--- config.mk ---
export PLATFORM = sky130hd
export DESIGN_NAME = sim_uart_rx
export DESIGN_NICKNAME = d
export VERILOG_FILES = /design/src/rtl/sim_uart_pkg.sv /design/src/rtl/sim_uart_line_buf.sv /design/src/rtl/sim_uart_rx.sv
export SDC_FILE = /design/constraint.sdc
export NUM_CORES = 1
export LEC_CHECK = 0
export ABC_AREA = 1
export CORE_MARGIN = 5
export CORE_UTILIZATION = 50
export DETAILED_ROUTE_END_ITERATION = 10
export GPL_TIMING_DRIVEN = 0
export PLACE_DENSITY = 0.69
export SKIP_CTS_REPAIR_TIMING = 1
export SYNTH_ARGS = -nofsm -noshare
export SYNTH_HDL_FRONTEND = slang
export SYNTH_SLANG_ARGS = --single-unit
--- constraint.sdc ---
create_clock -name clk -period 4.2 [get_ports clk]
set_input_delay 0.84 -clock clk [delete_from_list [all_inputs] [get_ports clk]]
set_output_delay 0.84 -clock clk [all_outputs]
set_load 0.02 [all_outputs]
--- src/rtl/sim_uart_pkg.sv ---
// Shared types and helpers for the simulation UART receiver model.
// Contents: parity mode enum, receiver state enum, bit-period helper.
package sim_uart_pkg;

  typedef enum logic [1:0] {
    PARITY_NONE = 2'd0,
    PARITY_ODD  = 2'd1,
    PARITY_EVEN = 2'd2
  } parity_e;

  typedef enum logic [2:0] {
    IDLE,
    START,
    DATA,
    PARITY,
    STOP
  } rx_state_e;

  function automatic int unsigned clks_per_bit(input int unsigned freq,
                                               input int unsigned baud);
    return freq / baud;
  endfunction

endpackage

--- src/rtl/sim_uart_line_buf.sv ---
// Line buffer for the simulation UART receiver.
// Collects error-free received words; a newline or a full buffer flushes it,
// and the count returns to 0 on the cycle after the flushing write.
// Optional macro: SIM_UART_RX_PRINT_EN -- prints each flushed line as ASCII
// (without the newline).
// Ports:
//   clk     in   system clock, rising edge
//   rst     in   synchronous active-high reset
//   wr_i    in   write strobe (one cycle per stored word)
//   data_i  in   word to store
//   count_o out  characters currently held
module sim_uart_line_buf
  import sim_uart_pkg::*;
#(
  parameter int unsigned DataBitsSize = 8,
  parameter int unsigned BufferSize   = 128,
  parameter int unsigned CountW       = $clog2(BufferSize + 1)
) (
  input  logic                    clk,
  input  logic                    rst,
  input  logic                    wr_i,
  input  logic [DataBitsSize-1:0] data_i,
  output logic [CountW-1:0]       count_o
);

  localparam logic [DataBitsSize-1:0] Newline = DataBitsSize'(8'h0A);

  logic [CountW-1:0] count_q, count_d;
  logic              flush_q, flush_d;

  always_comb begin
    count_d = count_q;
    flush_d = 1'b0;
    if (flush_q) begin
      count_d = '0;
    end else if (wr_i) begin
      count_d = count_q + CountW'(1);
      flush_d = (data_i == Newline) || (count_d == CountW'(BufferSize));
    end
  end

  always_ff @(posedge clk) begin
    if (rst) begin
      count_q <= '0;
      flush_q <= 1'b0;
    end else begin
      count_q <= count_d;
      flush_q <= flush_d;
    end
  end

  assign count_o = count_q;

`ifdef SIM_UART_RX_PRINT_EN
  // The character storage only feeds the console print, so it exists only
  // when printing is compiled in; the count logic above is identical.
  localparam int unsigned IdxW = (BufferSize > 1) ? $clog2(BufferSize) : 1;

  logic [DataBitsSize-1:0] mem_q [BufferSize];
  logic                    last_nl_q;

  always_ff @(posedge clk) begin
    if (rst) begin
      last_nl_q <= 1'b0;
    end else if (wr_i && !flush_q) begin
      mem_q[count_q[IdxW-1:0]] <= data_i;
      last_nl_q                <= (data_i == Newline);
    end
  end

  always_ff @(posedge clk) begin
    if (!rst && flush_q) begin
      automatic string       line = "";
      automatic int unsigned n    = last_nl_q ? int'(count_q) - 1 : int'(count_q);
      for (int unsigned i = 0; i < n; i++) begin
        line = $sformatf("%s%c", line, mem_q[i]);
      end
      $display("%s", line);
    end
  end
`endif

endmodule

--- src/rtl/sim_uart_rx.sv ---
// Simulation-side UART receiver model listening on the SoC uart_tx line.
// Deserialises frames (LSB first), checks parity and stop bits, and feeds
// error-free words into a line buffer.
// Optional macro: SIM_UART_RX_PRINT_EN -- console print of flushed lines and
// a warning for every errored frame.
// Ports:
//   clk           in   system clock, rising edge
//   rst           in   synchronous active-high reset
//   rx_sig        in   serial line, idles high
//   rx_valid      out  one-cycle pulse on frame completion
//   rx_data       out  last received data word
//   parity_error  out  parity result of the last frame
//   frame_error   out  stop-bit result of the last frame
//   buf_count     out  characters held in the line buffer
module sim_uart_rx
  import sim_uart_pkg::*;
#(
  parameter int unsigned BaudRate     = 115200,
  parameter int unsigned ParityBit    = 0,
  parameter int unsigned DataBitsSize = 8,
  parameter int unsigned StopBitsSize = 1,
  parameter int unsigned BufferSize   = 128,
  parameter int unsigned ClockFreqHz  = 100000000
) (
  input  logic                               clk,
  input  logic                               rst,
  input  logic                               rx_sig,
  output logic                               rx_valid,
  output logic [DataBitsSize-1:0]            rx_data,
  output logic                               parity_error,
  output logic                               frame_error,
  output logic [$clog2(BufferSize+1)-1:0]    buf_count
);

  localparam int unsigned ClksPerBit = clks_per_bit(ClockFreqHz, BaudRate);
  localparam int unsigned HalfBit    = ClksPerBit / 2;
  localparam parity_e     Mode       = (ParityBit == 1) ? PARITY_ODD  :
                                       (ParityBit == 2) ? PARITY_EVEN : PARITY_NONE;

  // Synchroniser plus one history flop for falling-edge detection.
  logic sync1_q, sync2_q, prev_q;
  logic rx_s;

  rx_state_e               state_q, state_d;
  logic [31:0]             cnt_q, cnt_d;
  logic [3:0]              bit_q, bit_d;
  logic [DataBitsSize-1:0] shift_q, shift_d;
  logic                    par_err_q, par_err_d;
  logic                    fr_err_q, fr_err_d;
  logic                    rx_valid_q, rx_valid_d;
  logic [DataBitsSize-1:0] rx_data_q, rx_data_d;
  logic                    parity_error_q, parity_error_d;
  logic                    frame_error_q, frame_error_d;
  logic                    fe;

  assign rx_s = sync2_q;

  always_comb begin
    state_d        = state_q;
    cnt_d          = cnt_q;
    bit_d          = bit_q;
    shift_d        = shift_q;
    par_err_d      = par_err_q;
    fr_err_d       = fr_err_q;
    rx_valid_d     = 1'b0;
    rx_data_d      = rx_data_q;
    parity_error_d = parity_error_q;
    frame_error_d  = frame_error_q;
    fe             = fr_err_q | ~rx_s;

    unique case (state_q)
      IDLE: begin
        if (prev_q && !rx_s) begin
          cnt_d   = '0;
          state_d = START;
        end
      end
      START: begin
        if (cnt_q == HalfBit - 1) begin
          cnt_d   = '0;
          bit_d   = '0;
          state_d = rx_s ? IDLE : DATA;
        end else begin
          cnt_d = cnt_q + 32'd1;
        end
      end
      DATA: begin
        if (cnt_q == ClksPerBit - 1) begin
          cnt_d   = '0;
          shift_d = {rx_s, shift_q[DataBitsSize-1:1]};
          if (bit_q == 4'(DataBitsSize - 1)) begin
            bit_d     = '0;
            par_err_d = 1'b0;
            fr_err_d  = 1'b0;
            state_d   = (Mode != PARITY_NONE) ? PARITY : STOP;
          end else begin
            bit_d = bit_q + 4'd1;
          end
        end else begin
          cnt_d = cnt_q + 32'd1;
        end
      end
      PARITY: begin
        if (cnt_q == ClksPerBit - 1) begin
          cnt_d     = '0;
          par_err_d = (Mode == PARITY_ODD) ? ~((^shift_q) ^ rx_s) : ((^shift_q) ^ rx_s);
          state_d   = STOP;
        end else begin
          cnt_d = cnt_q + 32'd1;
        end
      end
      STOP: begin
        if (cnt_q == ClksPerBit - 1) begin
          cnt_d = '0;
          if (bit_q == 4'(StopBitsSize - 1)) begin
            // Completes mid-stop-bit so a back-to-back start edge is caught.
            rx_valid_d     = 1'b1;
            rx_data_d      = shift_q;
            parity_error_d = par_err_q;
            frame_error_d  = fe;
            bit_d          = '0;
            state_d        = IDLE;
          end else begin
            fr_err_d = fe;
            bit_d    = bit_q + 4'd1;
          end
        end else begin
          cnt_d = cnt_q + 32'd1;
        end
      end
      default: state_d = IDLE;
    endcase
  end

  always_ff @(posedge clk) begin
    if (rst) begin
      sync1_q        <= 1'b1;
      sync2_q        <= 1'b1;
      prev_q         <= 1'b1;
      state_q        <= IDLE;
      cnt_q          <= '0;
      bit_q          <= '0;
      shift_q        <= '0;
      par_err_q      <= 1'b0;
      fr_err_q       <= 1'b0;
      rx_valid_q     <= 1'b0;
      rx_data_q      <= '0;
      parity_error_q <= 1'b0;
      frame_error_q  <= 1'b0;
    end else begin
      sync1_q        <= rx_sig;
      sync2_q        <= sync1_q;
      prev_q         <= sync2_q;
      state_q        <= state_d;
      cnt_q          <= cnt_d;
      bit_q          <= bit_d;
      shift_q        <= shift_d;
      par_err_q      <= par_err_d;
      fr_err_q       <= fr_err_d;
      rx_valid_q     <= rx_valid_d;
      rx_data_q      <= rx_data_d;
      parity_error_q <= parity_error_d;
      frame_error_q  <= frame_error_d;
    end
  end

  assign rx_valid     = rx_valid_q;
  assign rx_data      = rx_data_q;
  assign parity_error = parity_error_q;
  assign frame_error  = frame_error_q;

  sim_uart_line_buf #(
    .DataBitsSize(DataBitsSize),
    .BufferSize  (BufferSize),
    .CountW      ($clog2(BufferSize + 1))
  ) u_line_buf (
    .clk    (clk),
    .rst    (rst),
    .wr_i   (rx_valid_q && !parity_error_q && !frame_error_q),
    .data_i (rx_data_q),
    .count_o(buf_count)
  );

`ifdef SIM_UART_RX_PRINT_EN
  always_ff @(posedge clk) begin
    if (!rst && rx_valid_q && (parity_error_q || frame_error_q)) begin
      $display("sim_uart_rx: warning: %s%s error, data 0x%0h",
               parity_error_q ? "parity " : "", frame_error_q ? "frame " : "", rx_data_q);
    end
  end
`endif

endmodule

Word level (Yosys, flattened, before mapping)
Index checks and enable logic that the tools add are counted.
{ "word_totals": {"out_inout_bits": 19, "input_bits": 3, "register_bits": 72, "word_cells": 93} }
{ "op_classes": {"add_sub_neg": 3, "bitwise_logic": 6, "mux": 27, "n_eq_ne": 17, "n_reduce_logical": 25} }
{ "ops": {"columns": ["op", "n"], "rows": [
  ["2-to-1 mux 32 bit", 3],
  ["one-hot mux 32 bit (3 select lines)", 1],
  ["adder 32 x 1 -> 32 bit, second input constant", 1],
  ["equality test 32 x 10 -> 1 bit, second input constant", 1],
  ["equality test 32 x 9 -> 1 bit, second input constant", 1],
  ["2-to-1 mux 3 bit", 7],
  ["2-to-1 mux 4 bit", 5],
  ["!= test 2 bit, second input constant", 8],
  ["one-hot mux 3 bit (5 select lines)", 1],
  ["one-hot mux 4 bit (3 select lines)", 1],
  ["OR reduction 3 bit", 3],
  ["adder 8 x 1 -> 8 bit, second input constant", 1],
  ["equality test 8 x 4 -> 1 bit, second input constant", 1],
  ["equality test 8 bit, second input constant", 1],
  ["AND reduction 4 bit", 2],
  ["parity 8 bit", 1],
  ["AND reduction 7 bit", 1],
  ["equality test 3 x 2 -> 1 bit, second input constant", 2],
  ["2-to-1 mux 1 bit", 6],
  ["nonzero test 3 bit", 2],
  ["AND reduction 5 bit", 1],
  ["adder 4 x 1 -> 4 bit, second input constant", 1],
  ["equality test 4 x 3 -> 1 bit, second input constant", 1],
  ["zero test 4 bit", 1],
  ["other kinds (15)", 25]
]} }

Depth between registers and ports, before layout
{ "logic_depth": {"depth_word": 5, "mapped_depth": 13, "mapped_depth_nobuf": 13} }

Modules after synthesis
A second synthesis with hierarchy kept.
{ "unflattened": {"hier_cells": 638, "area_unflattened_um2": 4221.5} }
{ "by_module_without_submodules": {"columns": ["mod", "cells_each", "seq_area_each_um2", "area_each_um2", "n_inst"], "rows": [
  ["sim_uart_rx", 555, 1261.2, 3656.0, 1],
  ["sim_uart_line_buf", 83, 180.2, 565.5, 1]
]} }

Worst setup path before layout
No wires, ideal clock.
{ "synth_path": {"kind": "input to register", "from": "input rst", "to": "register parity_error_q, in the netlist parity_error", "path_stages": 5, "required_ns": 4.130, "setup_slack_ns": 2.527, "arrival_ns": 1.603, "path_buffers": 2, "setup_ns": 0.070, "path_cell_list": "inv_1 clkbuf_1 buf_1 o21ai_0 a21oi_1"} }
{ "synth_rtl": {"columns": ["element", "line", "text"], "rows": [
  ["from (decl)", "sim_uart_rx.sv:26", "input logic rst,"],
  ["to (signal assigned)", "sim_uart_rx.sv:162", "parity_error_q <= parity_error_d;"],
  ["to (decl)", "sim_uart_rx.sv:52", "logic parity_error_q, parity_error_d;"]
]} }

==> metrics.txt <==
total CTS buffers=9; Setup violations, final=0; commonest non-fill, non-tap cell in the layout=nand2_1; root buf cell=clkbuf_8; Layout area overhead=12.5%; GPL Wtd Cong=0.883; relative slew slack=53.3%; status=finished clean; TNS Setup=0 ns; Final nets=683; post-layout util=57.1%; CP Data Required Time=4.49 ns; overall power=1940 uW; antenna cell count=0; WL final=10.2 mm; placed inst area=4450 um^2; Detail Route Antenna Nets=0; Worst Path Arrival=2.59 ns; slowest CP cell=buf_1; clk_lat worst skew=0.35 ns; Die Y=101 um; Synth async-reset ratio=0%; clock sink count=72; die area=10100 um^2; Top Family by Delay on Critical Path=buffers and inverters; Worst-Margin Slew=0.700 ns; design area=4620 um^2; register area share after synthesis=35.1%; crit-path cells=clkdlybuf4s50_1 -> inv_1 -> clkbuf_1 -> buf_1 -> o21ai_0 -> a21oi_1; CTS tree=built; layout cells sized above 1=5.88%; synthesized cell area=4110 um^2; all-layer global routing usage=20.6%; cell count after synthesis=643; Fmax=435 MHz; Main synth FF type=dfxtp_1; vias in the first global route=3735; Mapped Avg Cell Area=6.39 um^2; most frequent cells in the layout=143 x nand2_1, 110 x nor2_1, 93 x inv_1, 72 x dfxtp_1, 47 x nand3_1; #FFs+latches synth=72; drt drc=0; fin cells=785; leak pwr=0.00198 uW; Max FO, Critical Path=10; via count=4111; die span in x=101 um; largest net degree at the start of global routing=14; Crit Path Category=in2reg; Unique masters post-synth=34; Placed Cells=769; H-tree depth=3; Peak VDD IR=0.241 mV; fin crit period=2.30 ns; power density over the cells=420 nW/um^2; num rows=33; clock slew at reported path FFs=0.08 ns; syn_nets=651; Fin. Hold Viols=0; Max Transition Viols Final=0; Crit. End Element=flop; Initial DRC Count=189; GR Overflow Total=0; clock buffer depth=2; antenna violations before repair=0; startpoint types=input pin; initial core utilization=50.8%; EDFF count, synth=0; CP peak stage delay=0.48 ns; IO Port Bufs=21; Ys Warns=0; wire per inst=13.0 um; clk_skew=0.00771 ns; I/O pins=22; unrepaired setup endpoints after global routing=false; final worst-path cycle share=54.8%; Worst Path Buf+Inv=4; first-pass GRT wire length=16.8 mm; maxcap violations=0; DRT Pass-1 Iters=5; Core Box Area=8090 um^2; Hold Path Class=reg2reg; vias per inst=5.24; Detail Placement HPWL=7.71 mm
cell usage after synthesis (2+ instances only):
| cell | number | area [um^2] |
|---|---|---|
| inv_2 | 2 | 7.51 |
| nand2_2 | 4 | 25.0 |
| xnor2_1 | 5 | 43.8 |
| o21ai_0 | 33 | 165 |
| xor2_1 | 16 | 140 |
| or2_2 | 5 | 31.3 |
| ha_1 | 5 | 62.6 |
| o21bai_1 | 5 | 37.5 |
| buf_6 | 2 | 22.5 |
| nand4_1 | 19 | 119 |
| dfxtp_1 | 72 | 1440 |
| nand2_1 | 143 | 537 |
| nand3b_1 | 3 | 22.5 |
| clkbuf_1 | 6 | 22.5 |
| nand3_1 | 47 | 235 |
| inv_1 | 93 | 349 |
| o211ai_1 | 5 | 37.5 |
| nor3_1 | 14 | 70.1 |
| buf_2 | 2 | 10.0 |
| nor2_4 | 4 | 45.0 |
| a21oi_1 | 36 | 180 |
| nor2_1 | 110 | 413 |
stage by stage:
stage | setup slack [ns] | hold WS, ns
global placement | 1.55 | 0.401
detailed placement | 1.55 | 0.410
floorplan | 2.53 | 0.389
global route | 1.81 | 0.452
CTS | 1.92 | 0.422
finish | 1.90 | 0.421
power by group:
part,switching [uW],internal [uW],leakage (uW)
combinational,496,199,0.00133
sequential,36.6,715,0.000582
clock,278,215,0.0000749
worst register-to-register path, stage by stage, from the launching register on:
cell and delay, ns:
dfxtp_1 0.44, ha_1 0.26, inv_1 0.09, nor2_1 0.11
nand2_1 0.10, nor2_4 0.17, nand2_4 0.10, nor2_4 0.16
inv_1 0.14, o21ai_0 0.25, a21oi_1 0.06
path summary, 6_finish.rpt:
check           start           end  slack (ns)  depth (start not counted)
min           sync1_q          rx_s        0.42                          1
min reg2reg   sync1_q          rx_s        0.42                          1
max               rst  parity_error        1.90                          6
max reg2reg  cnt_q[0]   frame_error        2.22                         10
registers in the layout (all words and copies together) (netlist names):
name and flops:
par_err_q 1, cnt_q 32, rx_valid 1, prev_q 1
rx_s 1, frame_error 1, u_line_buf.flush_q 1, fr_err_q 1
state_q 3, sync1_q 1, rx_data 8, u_line_buf.count_o 8
parity_error 1, bit_q 4, shift_q 8
area by class of cell:
| cell class | count | area [um^2] |
|---|---|---|
| buffer | 12 | 66.3 |
| multi-input combinational | 464 | 2250 |
| timing repair buffer | 21 | 210 |
| clock buffer | 10 | 128 |
| sequential | 72 | 1440 |
| inverter | 95 | 357 |
| fill | 814 | 3470 |
| tap | 105 | 131 |
| clock inverter | 6 | 43.8 |
logic make-up (layout without fill, tap and decap cells):
| kind of cell | count (synthesis) | in the layout | share of synthesized area, % |
|---|---|---|---|
| flops | 72 | 72 | 35.1 |
| compound gates | 85 | 85 | 11.4 |
| simple gates | 353 | 353 | 37.3 |
| xor+xnor | 21 | 21 | 4.47 |
| buf+inv | 107 | 144 | 10.3 |
| fa+ha+maj | 5 | 5 | 1.52 |
layer usage:
layer,track usage [%],share of wire [%]
met1,27.8,49
met2,33.4,45
met3,4.08,4.6
met4,6.01,1.4
met5,0,0
Note: power is estimated with default switching activity, not from simulation.
